`src/rtl/irq_ctrl_pkg.sv`:
```
// Shared constants for the 8-line interrupt controller: register map,
// command/vector bit positions and a line-index helper.
package irq_ctrl_pkg;

  localparam int unsigned NUM_LINES = 8;
  localparam int unsigned IDX_W     = $clog2(NUM_LINES);

  localparam logic [7:0] OFS_PEND = 8'd0;
  localparam logic [7:0] OFS_MASK = 8'd1;
  localparam logic [7:0] OFS_CTRL = 8'd2;
  localparam logic [7:0] OFS_CMD  = 8'd3;
  localparam logic [7:0] OFS_ISR  = 8'd4;
  localparam logic [7:0] OFS_TRIG = 8'd5;
  localparam logic [7:0] NUM_REGS = 8'd6;

  localparam int unsigned CTRL_GEN    = 0;
  localparam int unsigned CMD_ACK     = 0;
  localparam int unsigned CMD_EOI     = 1;
  localparam int unsigned VEC_IDX_LSB = 0;
  localparam int unsigned VEC_IDX_MSB = 2;
  localparam int unsigned VEC_ISV     = 4;
  localparam int unsigned VEC_VALID   = 7;

  function automatic logic [NUM_LINES-1:0] line_onehot(input logic [IDX_W-1:0] idx);
    line_onehot      = '0;
    line_onehot[idx] = 1'b1;
  endfunction

endpackage

```
`src/rtl/irq_prio_enc.sv`:
```
// Lowest-index-first priority encoder: line 0 wins over all others.
module irq_prio_enc
  import irq_ctrl_pkg::*;
(
  input  logic [NUM_LINES-1:0] req,
  output logic [IDX_W-1:0]     idx,
  output logic                 valid
);

  always_comb begin
    idx   = '0;
    valid = 1'b0;
    // Scan from the top so the lowest set bit is the last one written.
    for (int unsigned i = NUM_LINES; i > 0; i--) begin
      if (req[i-1]) begin
        idx   = IDX_W'(i - 1);
        valid = 1'b1;
      end
    end
  end

endmodule

```
`src/rtl/irq_controller.sv`:
```
// 8-line interrupt controller: synchronizes and latches requests, arbitrates
// by fixed priority and tracks the in-service line until EOI.
module irq_controller
  import irq_ctrl_pkg::*;
#(
  parameter logic [7:0]  BASE_ADDR   = 8'hF0,
  parameter int unsigned SYNC_STAGES = 2
) (
  input  logic                 clk_i,
  input  logic                 rst_i,
  input  logic [NUM_LINES-1:0] irq_src_i,
  input  logic [7:0]           io_addr_i,
  input  logic [7:0]           io_data_i,
  input  logic                 io_we_i,
  output logic [7:0]           io_data_o,
  output logic                 io_sel_o,
  output logic                 irq_o
);

  logic [SYNC_STAGES-1:0][NUM_LINES-1:0] sync_q;
  logic [NUM_LINES-1:0] sync_lvl, prev_q, rise;
  logic [NUM_LINES-1:0] pend_q, mask_q, trig_q, isr_q;
  logic [NUM_LINES-1:0] pend_d, isr_d, cand_onehot;
  logic                 gen_q, irq_d;

  logic [7:0] ofs;
  logic       sel;
  logic       wr_pend, wr_mask, wr_ctrl, wr_cmd, wr_trig;
  logic       cmd_ack, cmd_eoi, ack_fire;
  logic [IDX_W-1:0] cand_idx;
  logic       cand_valid;
  logic [7:0] vec;

  assign sync_lvl = sync_q[SYNC_STAGES-1];
  assign rise     = sync_lvl & ~prev_q;

  irq_prio_enc u_prio (
    .req   (pend_q & mask_q),
    .idx   (cand_idx),
    .valid (cand_valid)
  );

  assign cand_onehot = cand_valid ? line_onehot(cand_idx) : '0;

  always_comb begin
    ofs      = io_addr_i - BASE_ADDR;
    sel      = (ofs < NUM_REGS);
    wr_pend  = io_we_i && sel && (ofs == OFS_PEND);
    wr_mask  = io_we_i && sel && (ofs == OFS_MASK);
    wr_ctrl  = io_we_i && sel && (ofs == OFS_CTRL);
    wr_cmd   = io_we_i && sel && (ofs == OFS_CMD);
    wr_trig  = io_we_i && sel && (ofs == OFS_TRIG);
    // EOI takes precedence when both command bits are written together.
    cmd_eoi  = wr_cmd && io_data_i[CMD_EOI];
    cmd_ack  = wr_cmd && io_data_i[CMD_ACK] && !io_data_i[CMD_EOI];
    ack_fire = cmd_ack && cand_valid && (isr_q == '0);
  end

  always_comb begin
    pend_d = pend_q;
    for (int unsigned n = 0; n < NUM_LINES; n++) begin
      if (!trig_q[n]) begin
        pend_d[n] = sync_lvl[n];
      end else begin
        // A fresh edge beats both W1C and the ACK clear on the same bit.
        pend_d[n] = rise[n] |
                    (pend_q[n] & ~(wr_pend & io_data_i[n]) & ~(ack_fire & cand_onehot[n]));
      end
    end
  end

  always_comb begin
    isr_d = isr_q;
    if (cmd_eoi) begin
      isr_d = '0;
    end else if (ack_fire) begin
      isr_d = cand_onehot;
    end
  end

  // Uses the registered ISR, so irq_o stays low for a cycle after EOI.
  assign irq_d = gen_q && cand_valid && (isr_q == '0);

  always_ff @(posedge clk_i) begin
    if (rst_i) begin
      sync_q <= '0;
      prev_q <= '0;
      pend_q <= '0;
      mask_q <= '0;
      gen_q  <= 1'b0;
      isr_q  <= '0;
      trig_q <= '1;
      irq_o  <= 1'b0;
    end else begin
      if (SYNC_STAGES > 1) begin
        sync_q <= {sync_q[SYNC_STAGES-2:0], irq_src_i};
      end else begin
        sync_q <= irq_src_i;
      end
      prev_q <= sync_lvl;
      pend_q <= pend_d;
      isr_q  <= isr_d;
      irq_o  <= irq_d;
      if (wr_mask) mask_q <= io_data_i;
      if (wr_ctrl) gen_q  <= io_data_i[CTRL_GEN];
      if (wr_trig) trig_q <= io_data_i;
    end
  end

  always_comb begin
    vec                          = '0;
    vec[VEC_VALID]               = cand_valid;
    vec[VEC_ISV]                 = (isr_q != '0);
    vec[VEC_IDX_MSB:VEC_IDX_LSB] = cand_idx;
  end

  always_comb begin
    io_sel_o  = sel;
    io_data_o = '0;
    if (sel) begin
      case (ofs)
        OFS_PEND: io_data_o = pend_q;
        OFS_MASK: io_data_o = mask_q;
        OFS_CTRL: io_data_o = {7'd0, gen_q};
        OFS_CMD:  io_data_o = vec;
        OFS_ISR:  io_data_o = isr_q;
        OFS_TRIG: io_data_o = trig_q;
        default:  io_data_o = '0;
      endcase
    end
  end

endmodule

```
`config.mk`:
```
export PLATFORM = sky130hd
export DESIGN_NAME = irq_controller
export DESIGN_NICKNAME = d
export VERILOG_FILES = /design/src/rtl/irq_ctrl_pkg.sv /design/src/rtl/irq_prio_enc.sv /design/src/rtl/irq_controller.sv
export SDC_FILE = /design/constraint.sdc
export NUM_CORES = 1
export LEC_CHECK = 0
export CAP_MARGIN = 10
export CORE_MARGIN = 1.5
export CORE_UTILIZATION = 35
export CTS_BUF_LIST = sky130_fd_sc_hd__clkbuf_8
export CTS_CLUSTER_DIAMETER = 100
export CTS_CLUSTER_SIZE = 28
export DETAILED_ROUTE_END_ITERATION = 8
export PLACE_DENSITY = 0.64
export SETUP_SLACK_MARGIN = 0.5
export SLEW_MARGIN = 20
export SYNTH_ARGS = -nofsm -noshare
export SYNTH_HDL_FRONTEND = slang
export SYNTH_HIERARCHICAL = 1
export SYNTH_SLANG_ARGS = --single-unit
```
`constraint.sdc`:
```
create_clock -name clk_i -period 3.3 [get_ports clk_i]
set_clock_uncertainty 0.1 [all_clocks]
set_input_delay 0.66 -clock clk_i [delete_from_list [all_inputs] [get_ports clk_i]]
set_output_delay 0.66 -clock clk_i [all_outputs]
set_load 0.005 [all_outputs]
```
* Word level (Yosys, flattened, before mapping) *
Cells that the tools add are included.
Widths: inputs -> output; s select.

cells by class
  $add $sub $neg = 1
  order comparisons = 3
  equality and inequality tests = 5
  muxes and demuxes = 29
  bitwise gates (word level) = 59
  reductions and logical operators = 19

operators with widths
  operator             count
  $pmux 8 s6           1
  $and 1x1->1          32
  $mux 3               8
  $mux 1               17
  $and 8x8->8          2
  $eq 8x2->1 const B   2
  $eq 8x3->1 const B   2
  $logic_not 8->1      2
  $mux 8               2
  $not 1->1            16
  $logic_and 1x1->1    14
  $eq 8x1->1 const B   1
  $lt 8x3->1 const B   1
  $not 8->8            1
  $or 1x1->1           8
  $reduce_bool 8->1    1
  $sub 8x8->8 const B  1
  $lt 3x4->1 const B   1
  $demux 1 s3          1
  $ge 3x1->1 const B   1
  $reduce_or 2->1      1
  $logic_not 1->1      1

word-level totals
  flip-flop bits (word level) = 58
  logic and storage cells = 125

* Depth between registers and ports, before layout *
  depth in word-level cells = 19
  gate-level depth with buffers = 8
  gate-level depth less buffers = 8

* By module *
The synthesis kept the hierarchy.

modules (own cells, without submodules)
  module          times used  cells an instance  area each (um2)  seq. area each (um2)
  irq_controller  1           267                2467.4           1161.1
  irq_prio_enc    1           13                 80.1             0.0

* Worst setup path before layout *
Ideal clock, no wire load.

  path kind = input to register
  start point = in io_addr_i[2]
  end point = reg pend_q[1]
  data arrival time = 2.397 ns
  required time = 3.083 ns
  path slack = 0.686 ns
  stages = 6
  path buffers = 2
  cells stage by stage = buf_2 > or4bb_1 > or4_4 > buf_6 > or3_1 > a22o_1

between the ends
  longest elaborated chain between the ends = 13

RTL lines
  what                             RTL line                                    RTL
  start: declaration               irq_controller.sv:12                        input logic [7:0] io_addr_i,
  $sub 8x8->8 (*)                  irq_controller.sv:46                        ofs = io_addr_i - BASE_ADDR;
  $lt 8x3->1                       irq_controller.sv:47                        sel = (ofs < NUM_REGS);
  $logic_and 1x1->1                irq_controller.sv:48, irq_controller.sv:51
  $logic_and 1x1->1                irq_controller.sv:51                        wr_cmd = io_we_i && sel && (ofs == OFS_CMD);
  $logic_and 1x1->1 (2 in series)  irq_controller.sv:55                        cmd_ack = wr_cmd && io_data_i[CMD_ACK] && !io_data_i[CMD_EOI];
  $logic_and 1x1->1 (2 in series)  irq_controller.sv:56                        ack_fire = cmd_ack && cand_valid && (isr_q == '0);
  $and 1x1->1                      irq_controller.sv:67                        (pend_q[n] & ~(wr_pend & io_data_i[n]) & ~(ack_fire & cand_onehot[n]));
  $not 1->1                        irq_controller.sv:67
  $and 1x1->1 (*)                  irq_controller.sv:67
  $or 1x1->1 (*)                   irq_controller.sv:66                        pend_d[n] = rise[n] |
  $mux 1 (*)                       irq_controller.sv:62                        if (!trig_q[n]) begin
  end signal: assignment           irq_controller.sv:101                       pend_q <= pend_d;
  end: declaration                 irq_controller.sv:22                        logic [NUM_LINES-1:0] pend_q, mask_q, trig_q, isr_q;

Every way passes the cells marked *; elsewhere a longest branch is shown, timed or not.
A chain may end at the register's enable or synchronous reset.

* Worst setup path after layout *
Ends and elaborated chain as after synthesis.

==> impl_metrics.prom <==
# TYPE chip_impl_metric gauge
chip_impl_info{name="outcome",value="complete, no violations"} 1
chip_impl_metric{name="num_antenna_cells",unit=""} 0
chip_impl_metric{name="area_of_the_die",unit="µm²"} 7800
chip_impl_metric{name="cts.sinks",unit=""} 58
chip_impl_info{name="timing.critical_path.cells",value="dlygate4sd2_1, buf_6, buf_6, buf_6, or4bb_1, or4_4, or3_4, a22o_1"} 1
chip_impl_metric{name="postSynthCellCount",unit=""} 280
chip_impl_metric{name="synth.distinct_cells",unit=""} 42
chip_impl_metric{name="fin_setup_tns",unit="ns"} 0
chip_impl_metric{name="p_sw",unit="mW"} 0.333
chip_impl_metric{name="pwr-share-clk",unit=""} 0.481
chip_impl_metric{name="buffer_ports.inserted",unit=""} 36
chip_impl_metric{name="grt_start_max_net_pins",unit=""} 58
chip_impl_info{name="startpoint_type",value="input pin"} 1
chip_impl_metric{name="layout-area-overhead-vs-synth",unit="%"} 38.3
chip_impl_info{name="timing.critical_path.slowest_stage_cell",value="sky130_fd_sc_hd__or4bb_1"} 1
chip_impl_metric{name="viasPerCell",unit=""} 5.03
chip_impl_metric{name="dr.first_iter.drc_count",unit=""} 154
chip_impl_info{name="min-delay-path-class",value="flip-flop to flip-flop"} 1
chip_impl_metric{name="p_leak",unit="nW"} 1.44
chip_impl_metric{name="ys.warnings.count",unit=""} 6
chip_impl_metric{name="final_min_period_over_clock_period",unit=""} 0.842
chip_impl_metric{name="fillers",unit=""} 658
chip_impl_metric{name="average_wire_per_cell_in_the_routed_design",unit="µm"} 14.2
chip_impl_metric{name="finish.cell_count_without_fillers",unit=""} 446
chip_impl_metric{name="worstPathMaxFanout",unit=""} 6
chip_impl_metric{name="critical_path_buf_inv_count",unit=""} 4
chip_impl_metric{name="detailroute.via_count",unit=""} 2242
chip_impl_metric{name="initial_utilization",unit=""} 0.369
chip_impl_metric{name="min_period",unit="ns"} 2.78
chip_impl_info{name="timing_worst_setup_path_type",value="input pin to flip-flop"} 1
chip_impl_metric{name="io_pins",unit=""} 37
chip_impl_metric{name="p_int",unit="mW"} 1.29
chip_impl_metric{name="clock_insertion_delay_worst_skew",unit="ns"} 0.34
chip_impl_metric{name="number_of_hold_slack_violations_in_the_final_timing_report",unit=""} 0
chip_impl_info{name="tritoncts",value="yes"} 1
chip_impl_metric{name="timing.max_slew.rel_slack",unit=""} 0.501
chip_impl_metric{name="drcViolationCount",unit=""} 0
chip_impl_info{name="critical-path-top-cell-by-count",value="sky130_fd_sc_hd__buf_6"} 1
chip_impl_metric{name="synth_enable_flop_cells",unit=""} 0
chip_impl_metric{name="clockBufferDepth",unit=""} 2
chip_impl_metric{name="cp.required",unit="ns"} 3.43
chip_impl_metric{name="report.final.setup_viol",unit=""} 0
chip_impl_metric{name="antenna_found_initial",unit=""} 0
chip_impl_metric{name="max-cap-violations",unit=""} 0
chip_impl_info{name="unrepaired_setup_endpoints_after_global_routing",value="yes"} 1
chip_impl_metric{name="postSynthRegisterBits",unit=""} 58
chip_impl_metric{name="syn-mean-instance-area",unit="µm²"} 9.10
chip_impl_metric{name="gp_congestion",unit=""} 0.915
chip_impl_metric{name="number_of_global_route_vias_before_repair",unit=""} 2116
chip_impl_metric{name="core-area",unit="µm²"} 6910
chip_impl_info{name="root_buffer",value="sky130_fd_sc_hd__clkbuf_8"} 1
chip_impl_metric{name="power",unit="mW"} 1.63
chip_impl_metric{name="drv_slew",unit=""} 0
chip_impl_metric{name="critical-path-max-stage-delay",unit="ns"} 0.52
chip_impl_metric{name="ctsHtreeMaxLevel",unit=""} 3
chip_impl_metric{name="hpwl",unit="µm"} 4380
chip_impl_info{name="critPathCaptureType",value="flip-flop"} 1
chip_impl_metric{name="register_area",unit="µm²"} 1170
chip_impl_metric{name="power_frac_comb",unit=""} 0.074
chip_impl_metric{name="routed_antenna_nets",unit=""} 0
chip_impl_metric{name="synthArstFlopShare",unit=""} 0
chip_impl_metric{name="power_switching_share",unit=""} 0.205
chip_impl_info{name="timing.critical_path.max_delay_family",value="simple AND/OR/NAND/NOR gates"} 1
chip_impl_metric{name="worst_ir_drop_vdd",unit="µV"} 301
chip_impl_info{name="synth_top_flop_cell",value="sky130_fd_sc_hd__dfxtp_1"} 1
chip_impl_metric{name="grt_usage",unit=""} 0.179
chip_impl_metric{name="worst-slew-pin-transition",unit="ns"} 0.740
chip_impl_metric{name="cts-buffers-inserted",unit=""} 9
chip_impl_metric{name="synth_area",unit="µm²"} 2550
chip_impl_metric{name="dp_cells",unit=""} 420
chip_impl_metric{name="power_density",unit="nW/µm²"} 462
chip_impl_metric{name="power.share.sequential",unit=""} 0.445
chip_impl_metric{name="cts.reportedPaths.clkPinSlew",unit="ns"} 0.06
chip_impl_metric{name="highest_attainable_clock_frequency",unit="MHz"} 360
chip_impl_metric{name="postRouteWirelength",unit="µm"} 6340
chip_impl_metric{name="drive_gt1_frac",unit=""} 0.240
chip_impl_metric{name="cp.arrival",unit="ns"} 2.90
chip_impl_metric{name="width_of_the_die",unit="µm"} 88.3
chip_impl_metric{name="syn_nets",unit=""} 307
chip_impl_metric{name="holdBufCountCts",unit=""} 0
chip_impl_metric{name="final_nets",unit=""} 372
chip_impl_metric{name="drtPass1Iterations",unit=""} 4
chip_impl_metric{name="synth_seq_area_share",unit=""} 0.456
chip_impl_metric{name="placement_rows",unit=""} 30
chip_impl_metric{name="globalRouteOverflowTotal",unit=""} 0
chip_impl_metric{name="global_route_wire_length_before_repair",unit="µm"} 10200
chip_impl_metric{name="die_height",unit="µm"} 88.3
chip_impl_metric{name="multi_input_comb_area",unit="µm²"} 1370
## through the flow
step,hold slack [ns],setup WS [ns],area [µm²],utilization
2_1_floorplan,0.314,0.686,2550,-
3_3_place_gp,0.317,0.0339,3140,0.454
5_1_grt,0.352,0.453,3520,0.510
6_report,0.336,0.522,3520,0.510
4_1_cts,0.339,0.507,3490,0.505
3_5_place_dp,0.323,0.00670,3140,0.454
## per-layer routing
metal,wire length (µm),share of wire,vias up,global-route usage
li1,-,-,1131,-
met5,0,0,-,0
met2,2940,0.46,62,0.289
met3,355,0.056,6,0.0653
met4,67,0.011,0,0.0597
met1,2980,0.47,1043,0.222
## power by group through the flow
| stage | clock (mW) | sequential (mW) | combinational, mW |
|---|---|---|---|
| after floorplan | 0 | 0.738 | 0.0556 |
| after global placement | 0 | 0.739 | 0.112 |
| after detailed placement | 0 | 0.740 | 0.113 |
| after CTS | 0.801 | 0.724 | 0.120 |
| after global routing | 0.832 | 0.725 | 0.131 |
| final | 0.783 | 0.724 | 0.120 |
## layout by cell type, fill, tap and decap left out, drive strengths merged, types with 2 or more instances in the layout
master / n
buf: 39
mux4: 3
a211oi: 4
bufinv: 2
or3: 2
o21a: 7
nand3b: 2
a211o: 7
clkbuf: 13
a21boi: 2
a2bb2oi: 4
dfxtp: 58
nor4: 7
clkdlybuf4s15: 2
a221o: 3
nor3: 16
nor2b: 27
nand3: 2
mux2i: 15
inv: 7
and2: 11
nand4: 2
a22o: 2
o21ai: 9
a21oi: 9
nand2: 26
dlygate4sd2: 10
nor2: 25
or4: 3
clkdlybuf4s50: 18
## Yosys cell counts, drive strengths merged, types with 4 or more instances
master	number	area, µm²
a211o	7	61.3
a211oi	4	30.0
a21oi	9	45.0
a2bb2oi	4	35.0
and2	11	68.8
clkbuf	12	45.0
dfxtp	58	1160
inv	7	26.3
mux2i	15	150
nand2	26	97.6
nor2	25	93.8
nor2b	27	169
nor3	16	80.1
nor4	7	50.1
o21a	7	52.6
o21ai	9	45.0
## cell families after synthesis
| logic type | Yosys count | share of synthesized area |
|---|---|---|
| buf+inv | 22 | 0.0359 |
| simple gates | 130 | 0.276 |
| mux | 18 | 0.0855 |
| flops | 58 | 0.456 |
| compound gates | 52 | 0.147 |
## state kept, by name (all words and copies together) (netlist names)
| register | flops |
|---|---|
| sync_q | 8 |
| gen_q | 1 |
| pend_q | 8 |
| prev_q | 8 |
| isr_q | 8 |
| trig_q | 8 |
| irq_o | 1 |
| sync_lvl | 8 |
| mask_q | 8 |
## timing repair
item,in CTS,in global routing
pin swaps,13,1
setup buffers,10,0
endpoints found under the setup margin,11,6
gates resized for setup,54,7
## layout make-up
| type | count | share of cell area |
|---|---|---|
| Clock buffer | 13 | 0.0508 |
| Clock inverter | 3 | 0.0195 |
| Inverter | 7 | 0.00746 |
| Multi-Input combinational cell | 200 | 0.388 |
| Sequential cell | 58 | 0.331 |
| Tap cell | 96 | 0.0341 |
| Timing Repair Buffer | 69 | 0.169 |
## final timing paths
path / cells after the start / end / startpoint / slack [ns]
max: 8 / pend_q[1] / io_addr_i[2] / 0.52
min: 1 / sync_lvl[6] / sync_q[6] / 0.34
max reg2reg: 4 / pend_q[1] / isr_q[7] / 1.03
min reg2reg: 1 / sync_lvl[6] / sync_q[6] / 0.34
(Power assumes the default switching activity.)
==> patch 1 (same flow settings) <==
The parameter `SYNC_STAGES` goes from 2 to 4.
--- a/src/rtl/irq_controller.sv
+++ b/src/rtl/irq_controller.sv
@@ -4,7 +4,7 @@
   import irq_ctrl_pkg::*;
 #(
   parameter logic [7:0]  BASE_ADDR   = 8'hF0,
-  parameter int unsigned SYNC_STAGES = 2
+  parameter int unsigned SYNC_STAGES = 4
 ) (
   input  logic                 clk_i,
   input  logic                 rst_i,
Formal check against the unedited RTL: not equivalent (a bounded check fails within 4 cycles, from zero or initial values and one cycle with rst_i high).
==> patch 1 against the original RTL <==
- routed wire length up 13%
- design area up 15%
- sequential power increased by 26%
- die area rose by 18%
- worst setup slack got worse by 0.010 ns
- sequential cell count is 16 higher
- non-clock buffer count fell by 6
- area after synthesis grew 19%
- power increased by 0.18%
- register-to-register slack gained 0.13 ns
- count of clock-buffer cells in the layout fell by 4
- critical endpoint is now io_data_o[1]
- largest power group is now registers
==> patch 1: results (changes against the original RTL) <==
* Status: finished clean
* Min-delay worst type: reg2reg
* Reg clk slew, reported paths at 0.08 ns (+0.02 ns)
* Largest net degree at the start of global routing at 31 (-47%)
* Largest cells by area after synthesis: dfxtp_1 49%, nor2b_1 12%, mux2i_1 4.3%, nand2_1 3.2%, a211o_1 3.2%
* Root buffer cell: clkbuf_8
* Peak supply drop at 0.000183 V (-39%)
* Clock Latency Late Sink at 0.34 ns (about the same)
* DR iter-0 viols at 92 (-40%)
* Final GP Congestion at 0.888 (-2.9%)
* Post-Syn Nets at 338 (+10%)
* Tot GR Track Use at 16.9% (-0.93 points)
* Sequential fraction of the synthesis area at 48.8% (+3.2 points)
* Asr flop ratio synth at 0% (unchanged)
* Avg Cell Area, Syn at 9.76 sq um (+7.2%)
* Most frequent cells after synthesis: 74 x dfxtp_1, 58 x nor2b_1, 26 x nand2_1, 21 x nor2_1, 13 x mux2i_1
* Metal-1 WL at 3310 microns (+11%)
* Pre-CTS setup slack at 0.0491 ns (+0.0424 ns)
* Layout net count at 399 (+7.3%)
* Top Layer Used: met4
* Slowest CP cell: dfxtp_2
* Wirelength, routed at 7160 microns (+13%)
* Worst path arrival time at 2.03 ns (-0.87 ns)
* Filler cells at 798 (+21%)
* Met2 routed wirelength at 3340 microns (+14%)
* Synthesis warning total at 6 (unchanged)
* Layout cells sized above 1 at 25.5% (+1.5 points)
* First-pass DRT Iterations at 6 (+2)
* Vias in the first global route at 2403 (+14%)
* Port bufs at 36 (unchanged)
* CP peak stage delay at 0.35 ns (-0.17 ns)
* Met3 wire length at 427 microns (+20%)
* Pleak at 0.00160 uW (+11%)
* Number of H-tree levels at 3 (unchanged)
* Most common flop cell mapped by yosys: dfxtp_1
* Crit-path max FO at 3 (-3)
* Initial antenna violation count at 0 (unchanged)
* Layout Cells excl Fill at 482 (+8.1%)
* Largest delay share family, worst path: buffers and inverters
* NetSw at 385 uW (+16%)
* Cells after DPL at 458 (+9.0%)
* Vias/cell at 5.05 (+0.41%)
* Clk buf depth at 2 (unchanged)
* First-pass GRT wire length at 11600 microns (+14%)
* Placed Area at 3610 sq um (+15%)
* TritonCTS Buffers at 9 (unchanged)
* Distinct cell type count after synthesis at 42 (unchanged)
* Hpwl dp at 4870 microns (+11%)
* Slew HR at 64.5% (+14 points)
## patch 1: cell count changes in the layout (fill, tap and decap cells not counted), sizes merged, moves of 4 or more
cell	unedited run	this run
nor3	16	6
a211o	7	15
a22oi	0	7
dlygate4sd2	10	4
dfxtp	58	74
buf	39	27
nor2	25	21
nor2b	27	58
mux2	0	4
nand4	2	6
## patch 1: area by class of cell
class | count | area [sq um] | area share (%)
well taps | 105 | 131 | 3.25
clock inverters | 7 | 38.8 | 0.961
clock buffers | 9 | 124 | 3.07
multi-input cells | 221 | 1640 | 40.7
repair buffers | 63 | 601 | 14.9
flip-flops and latches | 74 | 1490 | 36.9
inverters | 3 | 11.3 | 0.279
## patch 1: timing repair
item                       in CTS  in global routing
gates resized for setup        45                 27
setup buffers                   4                  3
cloned                          1                  0
pin swaps                       5                  6
setup endpoints to repair       9                  9
## patch 1: power groups by stage
stage                     sequential (uW)  clock, uW  combinational [uW]
after floorplan                       933          0                56.2
after CTS                             914        613                 126
after global placement                934          0                 115
after detailed placement              934          0                 116
final                                 914        586                 131
after global routing                  915        660                 141
## patch 1: metal layers
metal	vias to the layer above	GRT usage, %
met5	-	0
met4	0	6.25
met3	9	4.50
met2	64	27.5
met1	1150	21.5
li1	1210	-
## patch 1: worst paths after layout
check | from | end | slack (ns) | depth (start not counted)
max | pend_q[2] | io_data_o[1] | 0.51 | 10
min | sync_q[22] | sync_lvl[6] | 0.34 | 1
max reg2reg | pend_q[0] | pend_q[6] | 1.16 | 6
min reg2reg | sync_q[22] | sync_lvl[6] | 0.34 | 1
## patch 1: cell families after synthesis
group,Yosys count,share of synthesized area (%)
buffers and inverters,16,2.43
DFF,74,48.8
muxes,18,6.52
and+or+nand+nor,146,28.2
AOI/OAI and AO/OA,57,14.1
==> patch 2 (same flow settings) <==
Made on the original files. `isr_q` no longer has a reset.
--- a/src/rtl/irq_controller.sv
+++ b/src/rtl/irq_controller.sv
@@ -88,7 +88,6 @@
       pend_q <= '0;
       mask_q <= '0;
       gen_q  <= 1'b0;
-      isr_q  <= '0;
       trig_q <= '1;
       irq_o  <= 1'b0;
     end else begin
@@ -99,12 +98,15 @@
       end
       prev_q <= sync_lvl;
       pend_q <= pend_d;
-      isr_q  <= isr_d;
       irq_o  <= irq_d;
       if (wr_mask) mask_q <= io_data_i;
       if (wr_ctrl) gen_q  <= io_data_i[CTRL_GEN];
       if (wr_trig) trig_q <= io_data_i;
     end
+  end
+
+  always_ff @(posedge clk_i) begin
+    isr_q <= isr_d;
   end
 
   always_comb begin
Function: changed (a bounded check fails within 10 cycles, from zero or initial values and one cycle with rst_i high; the reset may be asserted at any time).
==> patch 2 against the original RTL <==
- power shrank 6.3%
- area after synthesis shrank 1.4%
- hold slack lost 0.0018 ns
- sequential cell count is the same
- routed wire length grew 3.0%
- worst setup slack gained 0.036 ns
- core utilization grew 1.1 points
- design area grew 1.7%
- largest cell class unchanged
- largest power group is now registers
==> patch 2: results (changes against the original RTL) <==
* Status: finished clean
* Post-Syn Nets at 295 (-3.9%)
* Largest cells by area after synthesis: dfxtp_1 46%, mux2i_1 8.8%, nor2b_1 7.5%, nand2_1 5.5%, mux4_2 3.6%
* Avg Cell Area, Syn at 9.37 sq um (+3.0%)
* FF+latch count at 58 (unchanged)
* Pleak at 0.00152 uW (+6.0%)
* #MultiIn Comb at 192 (-4.0%)
* Signal buf overhead at 17.7% (+0.81 points)
* Peak supply drop at 0.000240 V (-20%)
* Fin Hold WS at 0.334 ns (-0.00176 ns)
* Clk tree area frac at 5.70% (-1.3 points)
* Layout cells sized above 1 at 27.6% (+3.6 points)
* Vias post-DR at 2162 (-3.6%)
* Register fraction of the total cell area at 32.6% (-0.51 points)
* First-pass GRT wire length at 10800 microns (+5.2%)
* DR iter-0 viols at 141 (-8.4%)
* Final Instance Area at 3580 sq um (+1.7%)
* Hpwl dp at 4480 microns (+2.2%)
* Multi-input combinational area share at 39.7% (+0.90 points)
* Worst path arrival time at 1.98 ns (-0.92 ns)
* # clk buffers at 12 (-1)
* CP peak stage delay at 0.34 ns (-0.18 ns)
* Slowest CP cell: a221oi_2
* Largest net degree at the start of global routing at 24 (-59%)
* Tot GR Track Use at 19.0% (+1.1 points)
* Most frequent cells after synthesis: 58 x dfxtp_1, 37 x nand2_1, 30 x nor2b_1, 22 x mux2i_1, 17 x nor2_1
* Pre-CTS setup slack at -0.0552 ns (-0.0619 ns)
-- patch 2: cell types whose count changed after synthesis, sizes merged, moves of 7 or more --
| cell | before | now |
|---|---|---|
| a21oi | 9 | 2 |
| clkbuf | 12 | 5 |
| mux2i | 15 | 22 |
| nand2 | 26 | 37 |
| nor2 | 25 | 17 |
| nor3 | 16 | 7 |
-- patch 2: cells by family (layout without fill, tap and decap cells) --
logic type	count (synthesis)	count (layout)	share of synthesized area, %
AND/OR/NAND/NOR	127	127	27.4
AO/OA/AOI/OAI	39	39	11.2
multiplexers	26	26	12.4
flip-flops	58	58	46.2
buffers and inverters	18	90	2.79
-- patch 2: power by group through the flow --
stage	Clock (uW)	Sequential (uW)	Combinational (uW)
final	663	730	132
after floorplan	0	741	54.3
after global placement	0	743	116
after detailed placement	0	744	117
after CTS	679	729	130
after global routing	712	731	144
-- patch 2: worst max-delay path, delay by kind of cell --
| kind | cells | cell delay (ns) |
|---|---|---|
| AND/OR/NAND/NOR | 1 | 0.20 |
| buffers and inverters | 3 | 0.68 |
| AO/OA/AOI/OAI | 2 | 0.44 |
-- patch 2: path summary, 6_finish.rpt --
check,cells past startpoint,from,to
min,1,sync_q[5],sync_lvl[5]
min reg2reg,1,sync_q[5],sync_lvl[5]
max,6,io_addr_i[0],io_data_o[2]
max reg2reg,7,pend_q[2],pend_q[7]
-- patch 2: metal layers --
metal,up-vias,GRT usage [%],wire [microns],part of all wire (%)
li1,1080,-,-,-
met1,1005,24.9,3130,48
met2,59,28.5,2880,44
met3,18,5.18,298,4.6
met4,0,9.96,211,3.2
met5,-,0,0,0
-- patch 2: timing repair --
item | CTS | global route
setup endpoints to repair | 9 | 7
cloned | 1 | 0
gates resized for setup | 54 | 35
endpoints found under the hold margin | 0 | 0
buffers inserted | 7 | 2
pin swaps | 7 | 7
